**src/rtl/fleet_register_if.sv**
```systemverilog
// Bus bundle between the fleet register and its users: placement port,
// shot request/result port and the fleet status outputs.
interface fleet_register_if #(
    parameter int N_SHIPS = 5,
    parameter int CELLS   = 25
) ();
    localparam int IDX_W  = $clog2(N_SHIPS);
    localparam int CELL_W = $clog2(CELLS);

    logic                place_en;
    logic [IDX_W-1:0]    place_id;
    logic [CELLS-1:0]    place_mask;
    logic                place_err;

    logic                shot_valid;
    logic [CELL_W-1:0]   shot_cell;
    logic                shot_ready;

    logic                result_valid;
    logic                result_hit;
    logic                result_repeat;
    logic                result_sunk;
    logic [IDX_W-1:0]    result_id;

    logic [CELLS-1:0]    occupancy;
    logic [N_SHIPS-1:0]  ship_alive;
    logic [IDX_W:0]      alive_count;
    logic                fleet_dead;

    modport master (
        output place_en, place_id, place_mask, shot_valid, shot_cell,
        input  place_err, shot_ready, result_valid, result_hit, result_repeat,
               result_sunk, result_id, occupancy, ship_alive, alive_count, fleet_dead
    );

    modport slave (
        input  place_en, place_id, place_mask, shot_valid, shot_cell,
        output place_err, shot_ready, result_valid, result_hit, result_repeat,
               result_sunk, result_id, occupancy, ship_alive, alive_count, fleet_dead
    );
endinterface

```
**src/rtl/fleet_register.sv**
```systemverilog
// Fleet register: per-ship occupancy and hit masks, placement with overlap
// rejection, registered shot resolution and fleet liveness status.
module fleet_register #(
    parameter int N_SHIPS = 5,
    parameter int CELLS   = 25
) (
    input logic             clk,
    input logic             rst,
    fleet_register_if.slave bus
);
    localparam int IDX_W  = $clog2(N_SHIPS);
    localparam int CELL_W = $clog2(CELLS);
    localparam logic [IDX_W:0]  SHIPS_LIM = (IDX_W + 1)'(N_SHIPS);
    localparam logic [CELL_W:0] CELLS_LIM = (CELL_W + 1)'(CELLS);

    logic [CELLS-1:0]   mask [N_SHIPS];
    logic [CELLS-1:0]   hits [N_SHIPS];
    logic               placed_any;

    logic               place_ok;
    logic               shot_take;
    logic [CELLS-1:0]   cell_sel;
    logic               owner_found;
    logic [IDX_W-1:0]   owner;
    logic               owner_hit;
    logic               owner_sunk;

    logic [CELLS-1:0]   occ;
    logic [N_SHIPS-1:0] alive;
    logic [IDX_W:0]     cnt;

    // Placement shows ready-gating: a placement always wins over a shot.
    assign bus.shot_ready = ~bus.place_en;
    assign shot_take      = bus.shot_valid & ~bus.place_en;

    // Placement is legal when the slot exists and the new mask overlaps no other ship.
    always_comb begin
        place_ok = ({1'b0, bus.place_id} < SHIPS_LIM);
        for (int unsigned j = 0; j < N_SHIPS; j++) begin
            if (bus.place_id != IDX_W'(j) && |(bus.place_mask & mask[j])) begin
                place_ok = 1'b0;
            end
        end
    end

    // Decode the shot cell and find its (unique) owning ship and hit status.
    always_comb begin
        cell_sel    = ({1'b0, bus.shot_cell} < CELLS_LIM) ? (CELLS'(1) << bus.shot_cell) : '0;
        owner_found = 1'b0;
        owner       = '0;
        owner_hit   = 1'b0;
        owner_sunk  = 1'b0;
        for (int unsigned k = 0; k < N_SHIPS; k++) begin
            if (|(mask[k] & cell_sel)) begin
                owner_found = 1'b1;
                owner       = IDX_W'(k);
                owner_hit   = |(hits[k] & cell_sel);
                owner_sunk  = ((hits[k] | cell_sel) == mask[k]);
            end
        end
    end

    // Board state: placement writes a slot and clears its hits; a fresh hit sets one bit.
    always_ff @(posedge clk or posedge rst) begin
        if (rst) begin
            for (int unsigned i = 0; i < N_SHIPS; i++) begin
                mask[i] <= '0;
                hits[i] <= '0;
            end
            placed_any <= 1'b0;
        end else if (bus.place_en) begin
            if (place_ok) begin
                for (int unsigned i = 0; i < N_SHIPS; i++) begin
                    if (bus.place_id == IDX_W'(i)) begin
                        mask[i] <= bus.place_mask;
                        hits[i] <= '0;
                    end
                end
                if (|bus.place_mask) begin
                    placed_any <= 1'b1;
                end
            end
        end else if (shot_take && owner_found && !owner_hit) begin
            for (int unsigned i = 0; i < N_SHIPS; i++) begin
                if (owner == IDX_W'(i)) begin
                    hits[i] <= hits[i] | cell_sel;
                end
            end
        end
    end

    // Registered one-cycle result and placement-error pulses.
    always_ff @(posedge clk or posedge rst) begin
        if (rst) begin
            bus.place_err     <= 1'b0;
            bus.result_valid  <= 1'b0;
            bus.result_hit    <= 1'b0;
            bus.result_repeat <= 1'b0;
            bus.result_sunk   <= 1'b0;
            bus.result_id     <= '0;
        end else begin
            bus.place_err     <= bus.place_en & ~place_ok;
            bus.result_valid  <= shot_take;
            bus.result_hit    <= shot_take & owner_found & ~owner_hit;
            bus.result_repeat <= shot_take & owner_found & owner_hit;
            bus.result_sunk   <= shot_take & owner_found & ~owner_hit & owner_sunk;
            bus.result_id     <= (shot_take && owner_found) ? owner : '0;
        end
    end

    // Fleet status derived directly from the registered masks.
    always_comb begin
        occ = '0;
        cnt = '0;
        for (int unsigned i = 0; i < N_SHIPS; i++) begin
            occ      = occ | mask[i];
            alive[i] = (|mask[i]) && (hits[i] != mask[i]);
            cnt      = cnt + (IDX_W + 1)'(alive[i]);
        end
    end

    assign bus.occupancy   = occ;
    assign bus.ship_alive  = alive;
    assign bus.alive_count = cnt;
    assign bus.fleet_dead  = placed_any & (cnt == '0);
endmodule

```
**src/flat_wrapper.sv**
```systemverilog
// flat-port wrapper written by rule: the top's interface ports become plain ports
module fleet_register_flat 
#(
    parameter int N_SHIPS = 5,
    parameter int CELLS   = 25
)
  (clk, rst, bus_place_en, bus_place_id, bus_place_mask, bus_shot_valid, bus_shot_cell, bus_place_err, bus_shot_ready, bus_result_valid, bus_result_hit, bus_result_repeat, bus_result_sunk, bus_result_id, bus_occupancy, bus_ship_alive, bus_alive_count, bus_fleet_dead);
  fleet_register_if #(.N_SHIPS(N_SHIPS), .CELLS(CELLS)) bus_i ();
  input logic clk;
  input logic rst;
  input wire logic [$bits(bus_i.place_en)-1:0] bus_place_en;
  input wire logic [$bits(bus_i.place_id)-1:0] bus_place_id;
  input wire logic [$bits(bus_i.place_mask)-1:0] bus_place_mask;
  input wire logic [$bits(bus_i.shot_valid)-1:0] bus_shot_valid;
  input wire logic [$bits(bus_i.shot_cell)-1:0] bus_shot_cell;
  output wire logic [$bits(bus_i.place_err)-1:0] bus_place_err;
  output wire logic [$bits(bus_i.shot_ready)-1:0] bus_shot_ready;
  output wire logic [$bits(bus_i.result_valid)-1:0] bus_result_valid;
  output wire logic [$bits(bus_i.result_hit)-1:0] bus_result_hit;
  output wire logic [$bits(bus_i.result_repeat)-1:0] bus_result_repeat;
  output wire logic [$bits(bus_i.result_sunk)-1:0] bus_result_sunk;
  output wire logic [$bits(bus_i.result_id)-1:0] bus_result_id;
  output wire logic [$bits(bus_i.occupancy)-1:0] bus_occupancy;
  output wire logic [$bits(bus_i.ship_alive)-1:0] bus_ship_alive;
  output wire logic [$bits(bus_i.alive_count)-1:0] bus_alive_count;
  output wire logic [$bits(bus_i.fleet_dead)-1:0] bus_fleet_dead;
  assign bus_i.place_en = bus_place_en;
  assign bus_i.place_id = bus_place_id;
  assign bus_i.place_mask = bus_place_mask;
  assign bus_i.shot_valid = bus_shot_valid;
  assign bus_i.shot_cell = bus_shot_cell;
  assign bus_place_err = bus_i.place_err;
  assign bus_shot_ready = bus_i.shot_ready;
  assign bus_result_valid = bus_i.result_valid;
  assign bus_result_hit = bus_i.result_hit;
  assign bus_result_repeat = bus_i.result_repeat;
  assign bus_result_sunk = bus_i.result_sunk;
  assign bus_result_id = bus_i.result_id;
  assign bus_occupancy = bus_i.occupancy;
  assign bus_ship_alive = bus_i.ship_alive;
  assign bus_alive_count = bus_i.alive_count;
  assign bus_fleet_dead = bus_i.fleet_dead;
  fleet_register #(.N_SHIPS(N_SHIPS), .CELLS(CELLS)) u_core (.clk(clk), .rst(rst), .bus(bus_i));
endmodule
```
**config.mk**
```make
export PLATFORM = sky130hd
export DESIGN_NAME = fleet_register_flat
export DESIGN_NICKNAME = d
export VERILOG_FILES = /design/src/rtl/fleet_register_if.sv /design/src/rtl/fleet_register.sv /design/src/flat_wrapper.sv
export SDC_FILE = /design/constraint.sdc
export NUM_CORES = 1
export LEC_CHECK = 0
export CAP_MARGIN = 20
export CORE_UTILIZATION = 45
export CTS_BUF_LIST = sky130_fd_sc_hd__clkbuf_4 sky130_fd_sc_hd__clkbuf_8 sky130_fd_sc_hd__clkbuf_16
export CTS_CLUSTER_DIAMETER = 120
export DETAILED_ROUTE_END_ITERATION = 12
export GPL_TIMING_DRIVEN = 0
export PLACE_DENSITY_LB_ADDON = 0.1
export SLEW_MARGIN = 20
export SYNTH_ARGS = -nofsm -noshare
export SYNTH_HDL_FRONTEND = slang
export SYNTH_SLANG_ARGS = --single-unit
```
**constraint.sdc**
```tcl
create_clock -name clk -period 10.9 [get_ports clk]
set_clock_uncertainty 0.05 [all_clocks]
set_input_delay 2.725 -clock clk [delete_from_list [all_inputs] [get_ports clk]]
set_output_delay 2.725 -clock clk [all_outputs]
set_load 0.02 [all_outputs]
```
# After elaboration in Yosys (flattened, before gate mapping)

Index checks and enable logic that the tools add are counted.

Register bits after elaboration: 259
Bits in latches: 0
RAM bits: 0
Memory bits (read-only): 0
Bits of input ports: 37
Output and inout bits: 44
Logic and storage cells: 180
Memories: 0

$add $sub $neg: 4
Multipliers: 0
Div/mod/pow operators: 0
Magnitude comparators: 2
Eq/ne operators: 28
Shifts and indexed selects: 1
Multiplexer cells: 39
Bitwise gates (word level): 34
Reductions and logical operators: 55

Operators by type and width:

| operator             | count |
|---|---|
| $reduce_or 25->1     | 21 |
| $and 25x25->25       | 15 |
| $mux 125             | 3 |
| $mux 25              | 11 |
| $or 25x25->25        | 9 |
| $eq 25x25->1         | 5 |
| $ne 25x25->1         | 5 |
| $shl 1x5->25 const A | 1 |
| $mux 1               | 21 |
| $reduce_and 4->1     | 5 |
| $reduce_and 3->1     | 6 |
| $add 4x1->4          | 3 |
| $eq 3x2->1 const B   | 4 |
| $logic_and 1x1->1    | 12 |
| $ne 2x1->1 const B   | 6 |
| $reduce_bool 2->1    | 6 |
| $and 1x1->1          | 7 |
| $eq 3x1->1 const B   | 2 |
| $eq 3x3->1 const B   | 2 |
| $logic_not 3->1      | 2 |
| $mux 3               | 2 |
| $ne 3x2->1 const B   | 2 |
| $lt 5x5->1 const B   | 1 |
| $logic_not 4->1      | 1 |
| other kinds (8)      | 11 |

# Logic depth before layout (Yosys ltp)

Gate-level depths: netlist of run 1.

Word-level depth: 13
Gate-level depth with buffers: 16
Mapped depth without buffers: 14

# Worst setup path after synthesis of run 1

Ideal clock, no wire load.

Path type: register -> output
From: register u_core.mask[104] in the netlist's numbering
To: output port bus_fleet_dead
Data arrival time: 3.885 ns
Data required time: 8.125 ns
Setup slack: 4.240 ns
Cell stages (with the launch flop): 14
Path buffers: 1
Path through: dfrtp_1 clkbuf_1 or4_1 nor4_1 a21oi_1 ha_1 inv_1 fa_1 inv_1 ha_1 inv_1 fa_1 inv_1 nor4b_1

Longest elaborated chain between the ends: 8
Elaborated cells on any way between the ends: 9
Those cells by class: add/sub (4); eq/ne (1); bitwise (1); reduce/logical (3)

RTL lines:

| item                                             | line                  | source |
|---|---|---|
| from (decl)                                      | fleet_register.sv:16  | `logic [CELLS-1:0] mask [N_SHIPS];` |
| from (signal, indexed assignment)                | fleet_register.sv:75  | `mask[i] <= bus.place_mask;` |
| $ne 25x25->1 or $reduce_or 25->1 (tied branches) | fleet_register.sv:117 | `alive[i] = (\|mask[i]) && (hits[i] != mask[i]);` |
| $logic_and 1x1->1 (*)                            | fleet_register.sv:117 |  |
| via bus_ship_alive[0]                            | flat_wrapper.sv:24    | `output wire logic [$bits(bus_i.ship_alive)-1:0] bus_ship_alive;` |
| $add 1x1->2 (*)                                  | fleet_register.sv:118 | `cnt = cnt + (IDX_W + 1)'(alive[i]);` |
| $add 4x1->4 (*) (3 in series)                    | fleet_register.sv:118 |  |
| via bus_alive_count[1]                           | flat_wrapper.sv:25    | `output wire logic [$bits(bus_i.alive_count)-1:0] bus_alive_count;` |
| $logic_not 4->1 (*)                              | fleet_register.sv:125 | `assign bus.fleet_dead = placed_any & (cnt == '0);` |
| $and 1x1->1 (*)                                  | fleet_register.sv:125 |  |
| to (decl)                                        | flat_wrapper.sv:26    | `output wire logic [$bits(bus_i.fleet_dead)-1:0] bus_fleet_dead;` |

Mark *: on every way through the listed nets, which the timed path passes. The rest lies on a longest branch.

# Final worst setup path of run 1

From: register u_core.mask[75] in the netlist's numbering
To: output port bus_fleet_dead

Longest elaborated chain between the ends: 8
Elaborated cells on any way between the ends: 9
Those cells by class: add/sub (4); eq/ne (1); bitwise (1); reduce/logical (3)

RTL lines:

| item                                             | line |
|---|---|
| $ne 25x25->1 or $reduce_or 25->1 (tied branches) | fleet_register.sv:117 |
| $logic_and 1x1->1 (*)                            | fleet_register.sv:117 |
| $add 1x1->2 (*)                                  | fleet_register.sv:118 |
| $add 4x1->4 (*) (3 in series)                    | fleet_register.sv:118 |
| $logic_not 4->1 (*)                              | fleet_register.sv:125 |
| $and 1x1->1 (*)                                  | fleet_register.sv:125 |

Mark *: on every way between the ends. The rest lies on a longest branch, timed or not.

==> qor.csv, run 1 <==
stage,metric,value,unit
die,area of the placeable core,38920,µm²
global_routing,antenna violations before repair,7,
drt,average vias per placed instance,6.713,
pwr,power density relative to cell area,277.4,nW/µm²
yosys,list of most frequent post-synthesis cells,"259 x sky130_fd_sc_hd__dfrtp_1, 214 x sky130_fd_sc_hd__nor2_1, 205 x sky130_fd_sc_hd__nand2_1",
yosys,most frequently used flop master after synthesis,sky130_fd_sc_hd__dfrtp_1,
die,starting utilization of the core area,45.88,%
yosys,post-synthesis async set-or-reset flop share,100.0,%
sta,final cycle utilization of the critical path,76.41,%
critical_path,capture point of the worst reg-to-reg path,u_core.hits[91],
clock_network,CTS Buf Count,30,
finish,layout cell share with drive strength beyond 1,9.878,%
clock_network,Clock H-tree levels,1,
clock_network,CTS Hold Buffers Added,0,
hold_path,terminating pin of the worst hold path,u_core.placed_any,
yosys,sequential cell area fraction in the yosys report,36.29,%
flow_run,Max Cap Viol,0,
finish,Syn-to-layout area delta,15.09,%
hold_path,depth of the worst hold-timing path,1,
yosys,average instance area after synthesis,8.581,µm²
clock_network,Post CTS Setup Buffer Count,0,
critical_path,critical path data required time,8.12,ns
finish,final-layout fill cell count,3726,
die,overall die width,201.2,µm
yosys,Synth Instances,2081,
die,area enclosed by the die boundary,40480,µm²
finish,Nets,2237,
sta,minimum clock period,8.329,ns
yosys,compound-cell area share of the yosys netlist,13.13,%
global_routing,number of global-route vias before repair,17360,
yosys,Post-Syn Nets,2122,
yosys,Post-Syn Area,17860,µm²
clock_network,clock-pin slew reported for the worst setup and hold paths after clock tree synthesis,0.07,ns
clock_network,# resized after CTS,0,
clock_network,CTS max path bufs,3,
yosys,share of Yosys cell area claimed by the top area cell type,36.29,%
die,Die Y-Extent,201.2,µm
drt,Vias,18381,
sta,setup repair after global routing missed its margin,false,
global_routing,All-Layer GR Usage,46.27,%
yosys,cell type with the highest aggregate area in the netlist,sky130_fd_sc_hd__dfrtp_1,
critical_path,Crit Path Category,reg -> out,
clock_network,clk_lat worst skew,0.59,ns
yosys,register bit count reported by yosys,259,
critical_path,register-to-register setup slack,6.55,ns
critical_path,Worst setup SP type,register,
sta,measured slew at the worst slew-check pin,1.321,ns
pwr,Peak supply drop,0.0003386,V
place,half-perimeter wire length after detailed placement,68.34,mm
clock_network,Clock Sink Count,259,
yosys,"post-synthesis share of cell area spent on full adders, half adders and majority gates",0.3643,%
yosys,main combinational cell family by area after synthesis,simple AND/OR/NAND/NOR gates,
place,placer's final routability congestion estimate,1.042,
yosys,"Distinct cells, synth",84,
critical_path,largest fanout on the critical path,7,
place,Port Buffers,76,
sta,tightest slew margin relative to the limit,11.96,%
clock_network,Root Driver,sky130_fd_sc_hd__clkbuf_16,
global_routing,global-route wire length before repair,131.9,mm
sta,upper clock frequency limit,120.1,MHz
yosys,Syn. warnings,0,
pwr,static leakage,0.008948,µW
clock_network,CTS tree,yes,
hold_path,startpoint of the lowest-slack hold path,u_core.placed_any,
critical_path,Critical R2R Launch,u_core.mask[18],
global_routing,largest net degree at the start of global routing,99,
run_status,status,"finished, final reports clean",
place,Cells after DPL,2682,
sta,Max Transition Viols Final,0,
finish,non-filler cells in the finished layout,2738,
drt,DRC Markers,0,
drt,ANT nets after route,0,
yosys,"EDFF count, synth",0,
global_routing,aggregate global routing overflow,0,
critical_path,endpoint type of the worst setup path,output pin,
yosys,xor and xnor fraction of the mapped netlist area,12.21,%
drt,aggregate routed wire length,94.78,mm
sta,Fin. Hold Viols,0,
drt,detailed router's first-iteration violation count,2818,
yosys,share of synthesized area spent on multiplexers,8.429,%
yosys,most area-consuming cells after synthesis,"sky130_fd_sc_hd__dfrtp_1 36%, sky130_fd_sc_hd__xor2_1 6.2%, sky130_fd_sc_hd__xnor2_1 6.0%",
drt,1st-pass router iterations,10,
yosys,cell with the most instances after synthesis,sky130_fd_sc_hd__dfrtp_1,
die,placement row count,72,
sta,final setup violating endpoints,0,
sta,final-layout worst hold slack,0.4273,ns
die,I/O pin count,81,
critical_path,data arrival time at the worst-slack endpoint,5.55,ns
critical_path,number of cells on the worst reg-to-reg path,11,
hold_path,class of the tightest hold or removal check,reg -> reg,
drt,average detailed-routed wire length per instance,34.62,µm
yosys,"area fraction in and, or, nand and nor cells after synthesis",21.82,%
==> metal layers <==
layer	vias to the layer above	part of all wire (%)	global-route usage (%)
li1	7509	-	-
met1	8888	38	59.36
met2	1508	41	66.45
met3	470	12	13.85
met4	6	8.8	32.63
met5	-	0.041	0
==> stage by stage <==
stage / instance area, µm² / total power [µW] / utilization [%] / worst slack (ns) / TNS (ns)
floorplan: 17860 / 3145 / - / 0.9982 / 0
global placement: 19270 / 4384 / 49.50 / -2.427 / -617.28
detailed placement: 19420 / 4437 / 49.90 / 3.185 / 0
CTS: 20540 / 5586 / 52.78 / 2.629 / 0
global route: 20550 / 5880 / 52.80 / 2.434 / 0
finish: 20550 / 5701 / 52.81 / 2.571 / 0
==> placed cells by master (no fill, tap or decap), types with 37 or more instances in the layout <==
cell / instances
sky130_fd_sc_hd__dfrtp_1: 259
sky130_fd_sc_hd__nor2_1: 208
sky130_fd_sc_hd__nand2_1: 205
sky130_fd_sc_hd__clkbuf_1: 160
sky130_fd_sc_hd__xor2_1: 126
sky130_fd_sc_hd__xnor2_1: 123
sky130_fd_sc_hd__nand4_1: 96
sky130_fd_sc_hd__a22oi_1: 91
sky130_fd_sc_hd__clkdlybuf4s50_1: 76
sky130_fd_sc_hd__a21oi_1: 70
sky130_fd_sc_hd__mux2_1: 66
sky130_fd_sc_hd__nor4_1: 64
sky130_fd_sc_hd__inv_1: 61
sky130_fd_sc_hd__nor3_1: 58
sky130_fd_sc_hd__buf_2: 53
sky130_fd_sc_hd__nand3_1: 39
sky130_fd_sc_hd__o21ai_0: 37
==> power by group <==
group | internal (µW) | total (µW) | switching (µW)
Clock | 718 | 1150 | 432
Combinational | 1170 | 3190 | 2020
Sequential | 1180 | 1360 | 180
==> state kept, by name, indices dropped and copies added, names as in the netlist <==
signal                    cells
u_core.bus.result_id          3
u_core.mask                 125
u_core.bus.result_valid       1
u_core.placed_any             1
u_core.bus.result_sunk        1
u_core.bus.result_repeat      1
u_core.bus.result_hit         1
u_core.hits                 125
u_core.bus.place_err          1
==> how the worst max path moves through the flow <==
stage,start,end
2_1_floorplan,rst,u_core.bus.place_err
3_3_place_gp,rst,u_core.hits[91]
3_5_place_dp,bus_shot_cell[0],u_core.bus.result_sunk
4_1_cts,u_core.mask[96],bus_fleet_dead
5_1_grt,u_core.mask[75],bus_fleet_dead
6_report,u_core.mask[75],bus_fleet_dead
==> cell type report <==
type / count / area [µm²] / area share [%]
inverter: 64 / 247.7 / 1.205
antenna: 3 / 7.507 / 0.03653
buffer: 255 / 1144 / 5.564
multi-input combinational: 1503 / 10030 / 48.79
timing repair buffer: 83 / 875.8 / 4.262
clock buffer: 43 / 909.6 / 4.426
clock inverter: 10 / 210.2 / 1.023
tap: 518 / 648.1 / 3.154
sequential: 259 / 6481 / 31.54
==> logic make-up (layout without fill, tap and decap cells) <==
kind of cell    after synthesis  after routing
simple gates                788            788
compound gates              329            329
buf+inv                     319            455
flops                       259            259
xor+xnor                    249            249
mux                         132            132
fa+ha+maj                     4              4
other cells                   1              4
==> critical path: stages, from the launching register on <==
cell and delay [ns]:
sky130_fd_sc_hd__dfrtp_1 0.32, sky130_fd_sc_hd__clkbuf_1 0.79, sky130_fd_sc_hd__xor2_1 0.14, sky130_fd_sc_hd__nor4_1 0.30, sky130_fd_sc_hd__nand3_1 0.12, sky130_fd_sc_hd__nor3_1 0.29, sky130_fd_sc_hd__a21oi_1 0.35, sky130_fd_sc_hd__ha_1 0.39
sky130_fd_sc_hd__inv_1 0.05, sky130_fd_sc_hd__fa_1 0.42, sky130_fd_sc_hd__inv_1 0.07, sky130_fd_sc_hd__ha_1 0.13, sky130_fd_sc_hd__inv_1 0.06, sky130_fd_sc_hd__fa_1 0.54, sky130_fd_sc_hd__inv_1 0.06, sky130_fd_sc_hd__nor4b_1 0.29
sky130_fd_sc_hd__clkdlybuf4s50_1 0.65
No activity file was read; power rests on OpenSTA's default activity.
==> inputs of run 2 (changes only) <==
==> constraint.sdc (replaced) <==
create_clock -name clk -period 6.71 [get_ports clk]
set_clock_uncertainty 0.05 [all_clocks]
set_input_delay 1.6775 -clock clk [delete_from_list [all_inputs] [get_ports clk]]
set_output_delay 1.6775 -clock clk [all_outputs]
set_load 0.02 [all_outputs]
==> qor.csv, run 2 (synthesis results as in run 1) <==
stage,metric,value,unit,change
critical_path,count of buffering cells on the critical path with inverters included,5,,was 6
die,overall die width,201.2,µm,unchanged
drt,average vias per placed instance,6.767,,was 6.713
clock_network,clock-pin slew reported for the worst setup and hold paths after clock tree synthesis,0.06,ns,was 0.07 ns
critical_path,critical path data required time,4.98,ns,was 8.12 ns
sta,final setup violating endpoints,0,,unchanged
clock_network,Post CTS Setup Buffer Count,0,,unchanged
finish,layout cell share with drive strength beyond 1,10.25,%,was 9.878%
clock_network,CTS tree,yes,,unchanged
finish,registers with the most flip-flops,"u_core.hits x125, u_core.mask x125, u_core.bus.result_id x3",,unchanged
global_routing,antenna violations before repair,2,,was 7
hold_path,startpoint of the lowest-slack hold path,u_core.placed_any,,unchanged
finish,"commonest non-fill, non-tap cell in the layout",sky130_fd_sc_hd__dfrtp_1,,unchanged
global_routing,aggregate global routing overflow,0,,unchanged
drt,aggregate routed wire length,93.69,mm,was 94.78 mm
global_routing,global-route wire length before repair,131.2,mm,was 131.9 mm
die,starting utilization of the core area,45.88,%,unchanged
finish,"leading cell types in the layout, fill and taps excluded","259 x sky130_fd_sc_hd__dfrtp_1, 207 x sky130_fd_sc_hd__nor2_1, 205 x sky130_fd_sc_hd__nand2_1",,"was 259 x sky130_fd_sc_hd__dfrtp_1, 208 x sky130_fd_sc_hd__nor2_1, 205 x sky130_fd_sc_hd__nand2_1"
clock_network,Clock H-tree levels,1,,unchanged
finish,Nets,2221,,was 2237
die,area of the placeable core,38920,µm²,unchanged
critical_path,Crit Path Category,reg -> out,,unchanged
critical_path,library cell appearing most often on the critical path,sky130_fd_sc_hd__inv_1,,unchanged
run_status,status,"finished, final reports clean",,unchanged
critical_path,register-to-register setup slack,2.40,ns,was 6.55 ns
critical_path,family with the most delay on the worst path,adder cells,,was buffers and inverters
sta,minimum clock period,6.520,ns,
die,I/O pin count,81,,unchanged
critical_path,Worst setup SP type,register,,unchanged
place,Port Buffers,76,,unchanged
critical_path,data arrival time at the worst-slack endpoint,4.79,ns,was 5.55 ns
drt,average detailed-routed wire length per instance,34.51,µm,was 34.62 µm
place,placer's final routability congestion estimate,1.047,,was 1.042
global_routing,number of global-route vias before repair,17235,,was 17360
critical_path,count of cell instances traversed by the critical path,15,,was 16
clock_network,Clock Sink Count,259,,unchanged
drt,DRC Markers,0,,unchanged
finish,final-layout fill cell count,3759,,was 3726
critical_path,number of cells on the worst reg-to-reg path,10,,was 11
place,placed cell area,19580,µm²,was 19420 µm²
critical_path,longest individual stage delay on the worst path,0.56,ns,was 0.79 ns
die,placement row count,72,,unchanged
clock_network,# resized after CTS,4,,was 0
die,area enclosed by the die boundary,40480,µm²,unchanged
finish,Post-Layout Inst Area,20410,µm²,was 20550 µm²
sta,Max Transition Viols Final,0,,unchanged
critical_path,Critical R2R Launch,u_core.mask[8],,was u_core.mask[18]
drt,detailed router's first-iteration violation count,2522,,was 2818
drt,ANT nets after route,0,,unchanged
sta,final cycle utilization of the critical path,97.17,%,
pwr,power density relative to cell area,434.6,nW/µm²,was 277.4 nW/µm²
critical_path,first element of the critical path,u_core.mask[108],,was u_core.mask[75]
sta,upper clock frequency limit,153.4,MHz,
sta,setup repair after global routing missed its margin,false,,unchanged
global_routing,largest net degree at the start of global routing,35,,was 99
clock_network,CTS Hold Buffers Added,0,,unchanged
clock_network,CTS max path bufs,3,,unchanged
sta,tightest slew margin relative to the limit,12.12,%,was 11.96%
critical_path,crit path capture,bus_fleet_dead,,unchanged
pwr,static leakage,0.008892,µW,was 0.008948 µW
drt,1st-pass router iterations,9,,was 10
critical_path,capture point of the worst reg-to-reg path,u_core.hits[80],,was u_core.hits[91]
finish,Syn-to-layout area delta,14.28,%,was 15.09%
flow_run,Max Cap Viol,0,,unchanged
critical_path,largest fanout on the critical path,7,,unchanged
die,Die Y-Extent,201.2,µm,unchanged
hold_path,class of the tightest hold or removal check,reg -> reg,,unchanged
finish,Final Util,52.44,%,was 52.81%
global_routing,All-Layer GR Usage,45.88,%,was 46.27%
drt,Vias,18372,,was 18381
sta,measured slew at the worst slew-check pin,1.318,ns,was 1.321 ns
place,half-perimeter wire length after detailed placement,68.77,mm,was 68.34 mm
clock_network,CTS Buf Count,29,,was 30
critical_path,critical-path cell list,xor2_1 -> nor4_1 -> nand3_1 -> nor4_2 -> a21oi_1 -> ha_1 -> inv_1 -> fa_1 -> inv_1 -> ha_1 -> inv_1 -> fa_1 -> inv_1 -> nor4b_1 -> dlygate4sd2_1,,was clkbuf_1 -> xor2_1 -> nor4_1 -> nand3_1 -> nor3_1 -> a21oi_1 -> ha_1 -> inv_1 -> fa_1 -> inv_1 -> ha_1 -> inv_1 -> fa_1 -> inv_1 -> nor4b_1 -> clkdlybuf4s50_1
sta,Fin. Hold Viols,0,,unchanged
critical_path,endpoint type of the worst setup path,output pin,,unchanged
critical_path,critical path's slowest cell,sky130_fd_sc_hd__dfrtp_1,,was sky130_fd_sc_hd__clkbuf_1
clock_network,clk_lat worst skew,0.61,ns,was 0.59 ns
pwr,Peak supply drop,0.0006069,V,was 0.0003386 V
clock_network,Root Driver,sky130_fd_sc_hd__clkbuf_16,,unchanged
-- run 2: metal layers --
metal	up-vias	part of all wire [%]	global-route usage, %
met5	-	0.012	0
met2	1518	41	65.48
met1	8895	39	60.12
met4	2	8.4	30.28
met3	481	12	13.56
li1	7476	-	-
-- run 2: how the worst min path moves through the flow --
stage / to / cells past startpoint
floorplan: u_core.placed_any / 1
global placement: u_core.placed_any / 1
detailed placement: u_core.placed_any / 1
CTS: u_core.placed_any / 1
global route: u_core.placed_any / 1
finish: u_core.placed_any / 1
-- run 2: final cells by class --
class | instances | area (µm²) | area share [%]
multi-input combinational | 1503 | 10040 | 49.20
buffer | 231 | 1054 | 5.162
tap | 518 | 648.1 | 3.176
timing repair buffer | 92 | 1042 | 5.107
inverter | 64 | 244.0 | 1.196
antenna | 1 | 2.502 | 0.01226
clock buffer | 41 | 840.8 | 4.120
clock inverter | 6 | 53.80 | 0.2636
sequential | 259 | 6481 | 31.76
-- run 2: metrics by stage --
step	hold WS (ns)	setup TNS, ns	instances	setup slack (ns)	total power [µW]
6_report	0.4356	0	2715	0.1897	8869
5_1_grt	0.4679	0	2714	0.006091	9176
4_1_cts	0.4395	0	2714	0.2911	8691
3_5_place_dp	0.4210	0	2691	0.2810	7170
3_3_place_gp	0.4204	-89.64	2675	-0.4199	7106
2_1_floorplan	0.3700	0	2081	1.097	5110
-- run 2: where the power goes --
| group | internal (µW) | leakage (µW) | total (µW) | switching, µW |
|---|---|---|---|---|
| clock | 867 | 0.000445 | 1550 | 682 |
| combinational | 1880 | 0.00507 | 4910 | 3030 |
| sequential | 1910 | 0.00338 | 2410 | 502 |
